==> src/rtl/assertion_monitor.sv <==
// Runtime property monitor: counts evaluated cycles and failures of an
// external checker's pass output, captures the first failure, and latches FAILED.
module assertion_monitor #(
    parameter int unsigned FAIL_LIMIT = 1,
    parameter int unsigned SW         = 4
) (
    input  logic          clk,
    input  logic          rst_n,
    input  logic          arm,
    input  logic          clear,
    input  logic          antecedent,
    input  logic          valid,
    input  logic [SW-1:0] sample,
    output logic [1:0]    state,
    output logic          fail,
    output logic          fail_pulse,
    output logic [7:0]    fail_count,
    output logic [15:0]   check_count,
    output logic [15:0]   cycle_count,
    output logic [SW-1:0] first_fail_sample,
    output logic [15:0]   first_fail_cycle
);

    localparam int unsigned FCW = 8;
    localparam int unsigned CW  = 16;
    localparam logic [FCW-1:0] FC_MAX = '1;
    localparam logic [CW-1:0]  C_MAX  = '1;
    localparam logic [FCW-1:0] LIMIT  = FCW'(FAIL_LIMIT);

    typedef enum logic [1:0] {
        ST_IDLE   = 2'b00,
        ST_ARMED  = 2'b01,
        ST_FAILED = 2'b10,
        ST_BAD    = 2'b11
    } state_t;

    state_t         state_q, state_nxt;
    logic           fail_nxt, pulse_nxt;
    logic [FCW-1:0] fc_nxt;
    logic [CW-1:0]  chk_nxt, cyc_nxt, ffc_nxt;
    logic [SW-1:0]  ffs_nxt;

    // State and output registers
    always_ff @(posedge clk) begin
        if (!rst_n) begin
            state_q           <= ST_IDLE;
            fail              <= 1'b0;
            fail_pulse        <= 1'b0;
            fail_count        <= '0;
            check_count       <= '0;
            cycle_count       <= '0;
            first_fail_sample <= '0;
            first_fail_cycle  <= '0;
        end else begin
            state_q           <= state_nxt;
            fail              <= fail_nxt;
            fail_pulse        <= pulse_nxt;
            fail_count        <= fc_nxt;
            check_count       <= chk_nxt;
            cycle_count       <= cyc_nxt;
            first_fail_sample <= ffs_nxt;
            first_fail_cycle  <= ffc_nxt;
        end
    end

    assign state = state_q;

    // Next-state and counter update; clear beats arm, arm skips evaluation
    always_comb begin
        state_nxt = state_q;
        fail_nxt  = fail;
        pulse_nxt = 1'b0;
        fc_nxt    = fail_count;
        chk_nxt   = check_count;
        cyc_nxt   = cycle_count;
        ffs_nxt   = first_fail_sample;
        ffc_nxt   = first_fail_cycle;

        if (clear || arm) begin
            state_nxt = clear ? ST_IDLE : ST_ARMED;
            fail_nxt  = 1'b0;
            fc_nxt    = '0;
            chk_nxt   = '0;
            cyc_nxt   = '0;
            ffs_nxt   = '0;
            ffc_nxt   = '0;
        end else begin
            case (state_q)
                ST_IDLE: ;
                ST_ARMED: begin
                    cyc_nxt = (cycle_count == C_MAX) ? C_MAX : cycle_count + 16'd1;
                    if (antecedent) begin
                        chk_nxt = (check_count == C_MAX) ? C_MAX : check_count + 16'd1;
                        if (!valid) begin
                            pulse_nxt = 1'b1;
                            fc_nxt    = (fail_count == FC_MAX) ? FC_MAX : fail_count + 8'd1;
                            // fail_count is zero only before the first failure since arm
                            if (fail_count == '0) begin
                                ffs_nxt = sample;
                                ffc_nxt = cycle_count;
                            end
                            if (fc_nxt == LIMIT) begin
                                state_nxt = ST_FAILED;
                                fail_nxt  = 1'b1;
                            end
                        end
                    end
                end
                ST_FAILED: ;
                default: begin
                    state_nxt = ST_IDLE;
                    fail_nxt  = 1'b0;
                end
            endcase
        end
    end

endmodule

==> config.mk <==
export PLATFORM = sky130hd
export DESIGN_NAME = assertion_monitor
export DESIGN_NICKNAME = d
export VERILOG_FILES = /design/src/rtl/assertion_monitor.sv
export SDC_FILE = /design/constraint.sdc
export NUM_CORES = 1
export LEC_CHECK = 0
export CAP_MARGIN = 30
export CORE_UTILIZATION = 49
export DETAILED_ROUTE_END_ITERATION = 10
export PLACE_DENSITY = 0.86
export SLEW_MARGIN = 20
export SYNTH_ARGS = -nofsm -noshare
export SYNTH_HDL_FRONTEND = slang
export SYNTH_SLANG_ARGS = --single-unit
==> constraint.sdc <==
create_clock -name clk -period 2.2 [get_ports clk]
set_clock_uncertainty 0.05 [all_clocks]
set_input_delay 0.22 -clock clk [delete_from_list [all_inputs] [get_ports clk]]
set_output_delay 0.22 -clock clk [all_outputs]
set_load 0.005 [all_outputs]
==> impl_metrics.ini <==
[worst_setup_path]
r2r_cells = 4
cp_max_fo = 9
worst_ep_arrival_time_ns = 2.17
reg_to_reg_critical_path_endpoint = cycle_count[10]$_SDFFE_PP0P_
startpoint_type = flip-flop
r2r_slack_ns = 0.24
worst_ep_required_time_ns = 2.41
critPathCaptureType = flip-flop
r2r_start = cycle_count[6]$_SDFFE_PP0P_
worst-setup-path-type = flip-flop to flip-flop

[grt]
largest_net_degree_at_the_start_of_global_routing = 27
first_global_vias = 2507
global_route.overflow_total = 0
grt_pass1_wl_um = 11800
grt_usage_pct = 24.1
grt_antenna_before_repair = 0

[detailed_routing]
drt-vias-per-instance = 5.73
wl_per_cell_um = 14.4
initial_drc_count = 180
wirelength_um = 6950
drcViolationCount = 0
vias = 2762
drt.antenna.violating_nets = 0
pre_repair_dr_iteration_count = 4

[sta]
final_max_slew_viol_count = 0
grt_setup_unrepaired = false
tightest_slew_ns = 0.568
portion_of_the_clock_cycle_consumed_by_the_worst_path_in_the_final_layout_pct = 89.2
relative_slew_slack_pct = 61.8
final_count_of_negative_setup_slack_endpoints = 0
final_critical_path_setup_slack_ns = 0.238
hold_viol_final = 0
min_period_ns = 1.96
fmax_mhz = 510
tns_ns = 0

[synthesis]
synthesis.yosys.warnings = 0
syn_nets = 336
synthDominantAreaCellType = dfxtp_1
number_of_synthesized_register_bits = 64
synth.avg_cell_area_um2 = 9.07
yosysUniqueCellTypes = 43
ys_async_sr_fraction_pct = 0
synthDominantCellAreaShare_pct = 43.9
number_of_instances_in_the_synthesized_netlist = 322
mappedNetlistArea_mm2 = 0.00292
seq_area_frac_synth_pct = 43.9
yosys-top-cells-area = dfxtp_1 (44%), mux2i_1 (7.2%), a21oi_1 (4.6%)
synth_top_cells_by_count = dfxtp_1 (64), nor2_1 (28), a21oi_1 (27), mux2i_1 (21), nand2_1 (18)
ys.flop_type = dfxtp_1
synth.most_common_cell = dfxtp_1
synth-edff-count = 0

[layout]
syn2layout_area_growth_pct = 36.2
stdcell_count = 482
design_area_mm2 = 0.00398
insertedDiodeCount = 0
share_of_layout_cells_above_drive_strength_1_pct = 9.27
utilization_pct = 70.5
fin_nets = 419

[clocking]
clock_latency_of_the_later_clocked_register_in_the_worst_skew_pair_ns = 0.34
clock_tree.htree_level_count = 3
ctsLongestPathBuffers = 2
cts.repair_timing.setup_buffer_count = 0
clock_tree_sinks = 64
path_clk_slew_ns = 0.06
tritoncts_clock_tree = yes
cts-root-buf = clkbuf_8
num_cts_buffers = 9
cts_repair_resize_count = 0
cts_hold_bufs = 0

[place]
place_area_mm2 = 0.00380
placed_cells_incl_taps = 466
detailedPlace.worstSlack_ns = 0.0814
routabilityCongestion = 0.860
numPortBuffers = 73
place.detailed.hpwl_um = 4950

[floorplanning]
floorplan.rows = 27
die_width_um = 79.2
die_y_um = 79.2
num_io_pins = 74
die_area_mm2 = 0.00627
floorplan.core_area_mm2 = 0.00564
initial_utilization_pct = 51.8

[min_path]
hold_class = input pin to flip-flop
timing.hold.worst_endpoint = first_fail_sample[0]$_SDFFE_PP0P_
timing.hold.worst_path_depth = 3
holdCritStartpoint = sample[0]

[run]
drv.max_cap_violation_count = 0

[power]
total_leakage_power_uw = 0.00144
vdd_drop_max_mv = 0.348
cellPowerDensity_mw_per_mm2 = 551

[status]
run_status = completed
[state kept, by name (all words and copies together), names as in the netlist]
signal / cells
fail: 1
cycle_count: 16
state: 2
first_fail_cycle: 16
fail_pulse: 1
fail_count: 8
check_count: 16
first_fail_sample: 4
[area by class of cell]
class | count | area (um2)
clock buffers | 12 | 135
clock inverters | 4 | 45.0
multi-input cells | 236 | 1550
inverters | 6 | 22.5
repair buffers | 88 | 856
flip-flops and latches | 64 | 1280
fillers | 455 | 1670
well taps | 72 | 90.1
[layout by cell type (no fill, tap or decap), types with 8 or more instances in the layout]
cell type and n:
a21oi_1 27, a31oi_1 9, buf_4 14, clkbuf_8 9
clkdlybuf4s50_1 73, dfxtp_1 64, mux2i_1 21, nand2_1 18
nand3_1 13, nand4_1 9, nor2_1 28, nor3_1 17
nor4_1 8, o21ai_0 13, xnor2_1 11
[power breakdown]
part | switching (uW) | internal (uW) | total, uW
logic | 35.5 | 35.8 | 71.4
clock network | 435 | 519 | 954
registers | 4.06 | 1160 | 1160
total | 475 | 1710 | 2190
[kinds of logic (layout without fill, tap and decap cells)]
logic type | count (synthesis) | count (layout) | synth area share, %
and+or+nand+nor | 129 | 129 | 25.1
AOI/OAI and AO/OA | 65 | 65 | 13.9
DFF | 64 | 64 | 43.9
buffers and inverters | 22 | 110 | 3.17
muxes | 21 | 21 | 7.20
xor gates and xnor gates | 17 | 17 | 5.10
adders and majority gates | 4 | 4 | 1.71
[worst max path at each step]
stage | from | endpoint | slack [ns] | depth (start not counted)
finish | cycle_count[6]$_SDFFE_PP0P_ | cycle_count[10]$_SDFFE_PP0P_ | 0.24 | 4
global route | cycle_count[6]$_SDFFE_PP0P_ | cycle_count[14]$_SDFFE_PP0P_ | 0.05 | 4
CTS | cycle_count[6]$_SDFFE_PP0P_ | cycle_count[10]$_SDFFE_PP0P_ | 0.23 | 4
detailed placement | antecedent | check_count[9]$_SDFFE_PP0P_ | 0.08 | 5
global placement | antecedent | check_count[11]$_SDFFE_PP0P_ | 0.15 | 5
floorplan | cycle_count[0]$_SDFFE_PP0P_ | cycle_count[14]$_SDFFE_PP0P_ | 0.43 | 5
[critical path, cell delays in order (launching register included)]
cell,delay (ns)
dfxtp_1,0.43
nand4_2,0.27
nor4_1,0.48
nand3_1,0.39
a21oi_1,0.25
[metal layers]
| layer | track usage [%] | routed length (um) | vias to the layer above |
|---|---|---|---|
| met3 | 7.13 | 383 | 13 |
| met1 | 29.9 | 3090 | 1305 |
| met5 | 0 | 0 | - |
| met4 | 9.82 | 119 | 0 |
| met2 | 38.8 | 3360 | 89 |
| li1 | - | - | 1355 |
[per-stage QoR]
| stage | hold WS, ns | total power [uW] |
|---|---|---|
| 6_report | 0.443 | 2190 |
| 5_1_grt | 0.458 | 2280 |
| 4_1_cts | 0.439 | 2200 |
| 3_5_place_dp | 0.413 | 1260 |
| 3_3_place_gp | 0.425 | 1260 |
| 2_1_floorplan | 0.314 | 1220 |
Note: power is estimated with default switching activity, not from simulation.
==> RTL edit, RTL diff (same flow settings) <==
Set the parameter `SW` to 5 (it was 4).
--- a/src/rtl/assertion_monitor.sv
+++ b/src/rtl/assertion_monitor.sv
@@ -2,7 +2,7 @@
 // external checker's pass output, captures the first failure, and latches FAILED.
 module assertion_monitor #(
     parameter int unsigned FAIL_LIMIT = 1,
-    parameter int unsigned SW         = 4
+    parameter int unsigned SW         = 5
 ) (
     input  logic          clk,
     input  logic          rst_n,
Interface: changed (resized first_fail_sample and sample); port bits go from 74 to 76. No check against the original RTL was run, so the function may have changed too.
==> RTL edit against the unedited design <==
  * Worst setup slack lost 0.075 ns
  * Critical path depth grew 1
  * Count of clock-buffer cells in the layout shrank 1
  * Final area grew 1.6%
  * Wire length grew 4.2%
  * Area after synthesis grew 2.1%
  * Power grew 4.1%
  * Sequential cell count grew 1
  * Synthesized cell count grew 3.4%
  * Critical endpoint is now cycle_count[14]
  * Largest power group unchanged
==> RTL edit: results (changes against the unedited design) <==
{| class="wikitable"
! Metric !! Value
|-
| Clock tree root driver cell || sky130_fd_sc_hd__clkbuf_8
|-
| Violation count after the first detailed-routing iteration || 162 (-10%)
|-
| Async S/R FF share, synth || 0 (unchanged)
|-
| Data arrival time of the critical path || 2.21 ns (+0.04 ns)
|-
| Switching fraction of total power || 0.226 (+0.00895)
|-
| Clock latency of the later-clocked register in the worst-skew pair || ~0.35 ns
|-
| Final GP Congestion || 0.873 (+1.5%)
|-
| Largest buffer count on any clock path || 2 (unchanged)
|-
| Synth Net Count || 348 (+3.6%)
|-
| Worst-case setup slack after placement || 0.0810 ns (-0.000411 ns)
|-
| Fin. Hold Viols || 0 (unchanged)
|-
| Total of warnings raised by yosys || 0 (unchanged)
|-
| Count of buffers from port buffering || 75 (+2.7%)
|-
| Least-Margin Pin Slew || 0.654 ns (+0.0858 ns)
|-
| Final number of max-transition violations || 0 (unchanged)
|-
| N_diodes || 0 (unchanged)
|-
| Cell types with the largest area share after synthesis || sky130_fd_sc_hd__dfxtp_1, sky130_fd_sc_hd__mux2i_1, sky130_fd_sc_hd__a21oi_1
|-
| Vias in the first global route || 2572 (+2.6%)
|-
| Predominant post-synthesis flop cell || sky130_fd_sc_hd__dfxtp_1
|-
| Fraction of the yosys area taken by sequential cells || 0.436 (-0.00231)
|-
| Number of vias per cell || 5.73 (about the same)
|-
| HP Class || reg -> reg
|-
| Most used standard cells in the synthesized netlist || sky130_fd_sc_hd__dfxtp_1, sky130_fd_sc_hd__nor2_1, sky130_fd_sc_hd__a21oi_1
|-
| Post-synthesis cell type count || 49 (+14%)
|-
| Count of cells resized by post-cts repair || 0 (unchanged)
|-
| Number of fill cells in the layout || 468 (+2.9%)
|-
| Number of nets in the layout || 429 (+2.4%)
|-
| Overall global routing resource usage || 0.239 (-0.00184)
|-
| Drt first pass iters || 4 (unchanged)
|-
| Number of H-tree branching levels || 3 (unchanged)
|-
| Clock transition at the registers of the reported paths || roughly 0.07 ns
|-
| Run status || complete, no violations
|-
| Wirelength per Cell || 14.7 microns (+1.7%)
|-
| Maximum number of pins on one net before global-route repair || 46 (+70%)
|-
| Maximum net fanout on the critical path || 7 (-2)
|-
| Layout cells sized above 1 || 0.0835 (-0.00915)
|-
| Antenna violations before repair || 0 (unchanged)
|-
| Total leakage power || 0.00144 uW (+0.26%)
|-
| Largest registers ranked by flip-flop count || check_count: 16 flops, cycle_count: 16 flops, first_fail_cycle: 16 flops
|-
| Maximum vdd ir drop || 0.357 mV (+2.7%)
|-
| Total clock buffers created by CTS || 9 (unchanged)
|-
| Post-CTS Setup Bufs || 0 (unchanged)
|-
| Global-route wire length before repair || 11800 microns (-0.12%)
|-
| Half-perimeter wire length of the detailed placement result || 4980 microns (+0.51%)
|}
-- RTL edit: cell types whose count changed after synthesis, moves of 3 or more --
cell                       change
sky130_fd_sc_hd__a21oi_1       +3
sky130_fd_sc_hd__o2111a_1      -3
sky130_fd_sc_hd__inv_1         +3
sky130_fd_sc_hd__or3_1         -3
sky130_fd_sc_hd__nor4_1        +3
sky130_fd_sc_hd__and4_1        +3
sky130_fd_sc_hd__o21ai_0       -5
sky130_fd_sc_hd__a31oi_1       -3
sky130_fd_sc_hd__nor2_1        +4
sky130_fd_sc_hd__xnor2_1       +3
-- RTL edit: final timing paths --
check / start / to / slack [ns] / cells past startpoint
hold / removal: fail / fail / 0.42 / 2
setup reg to reg: cycle_count[0] / cycle_count[14] / 0.16 / 5
setup / recovery: cycle_count[0] / cycle_count[14] / 0.16 / 5
hold reg to reg: fail / fail / 0.42 / 2
-- RTL edit: through the flow --
stage | instance area (sq um) | instances | hold slack (ns)
2_1_floorplan | 2980 | 333 | 0.314
3_3_place_gp | 3840 | 478 | 0.404
3_5_place_dp | 3840 | 478 | 0.412
4_1_cts | 4040 | 494 | 0.421
5_1_grt | 4040 | 494 | 0.440
6_report | 4040 | 494 | 0.416
-- RTL edit: power groups by stage --
stage                     clock network, uW  registers, uW  logic, uW
after floorplan                           0           1210       35.2
after global placement                    0           1210       72.0
after detailed placement                  0           1210       72.8
after CTS                              1040           1180       73.2
after global routing                   1090           1180       78.6
final                                  1030           1180       72.9
-- RTL edit: cells by family (layout without fill, tap and decap cells) --
kind of cell,Yosys count,after routing,synth area share
adders and majority gates,4,4,0.0168
DFF,65,65,0.436
AOI/OAI and AO/OA,60,60,0.122
and+or+nand+nor,139,139,0.260
muxes,22,22,0.0739
xor gates and xnor gates,19,19,0.0558
buffers and inverters,24,110,0.0352
-- RTL edit: final cells by class --
| type | count | share of cell area |
|---|---|---|
| Sequential cell | 65 | 0.322 |
| Clock buffer | 11 | 0.0350 |
| Tap cell | 75 | 0.0232 |
| Clock inverter | 5 | 0.0136 |
| Inverter | 9 | 0.00836 |
| Multi-Input combinational cell | 244 | 0.390 |
| Timing Repair Buffer | 85 | 0.208 |
-- RTL edit: layer usage --
metal,wire length [microns],global-route usage
met1,3250,0.295
met2,3490,0.385
met3,324,0.0446
met4,180,0.141
met5,0,0
-- RTL edit: critical path: stages (launching register included) --
cell	delay (ns)
sky130_fd_sc_hd__dfxtp_1	0.45
sky130_fd_sc_hd__ha_1	0.21
sky130_fd_sc_hd__nand3_1	0.21
sky130_fd_sc_hd__nor4_1	0.65
sky130_fd_sc_hd__and3_1	0.24
sky130_fd_sc_hd__o21ai_0	0.10
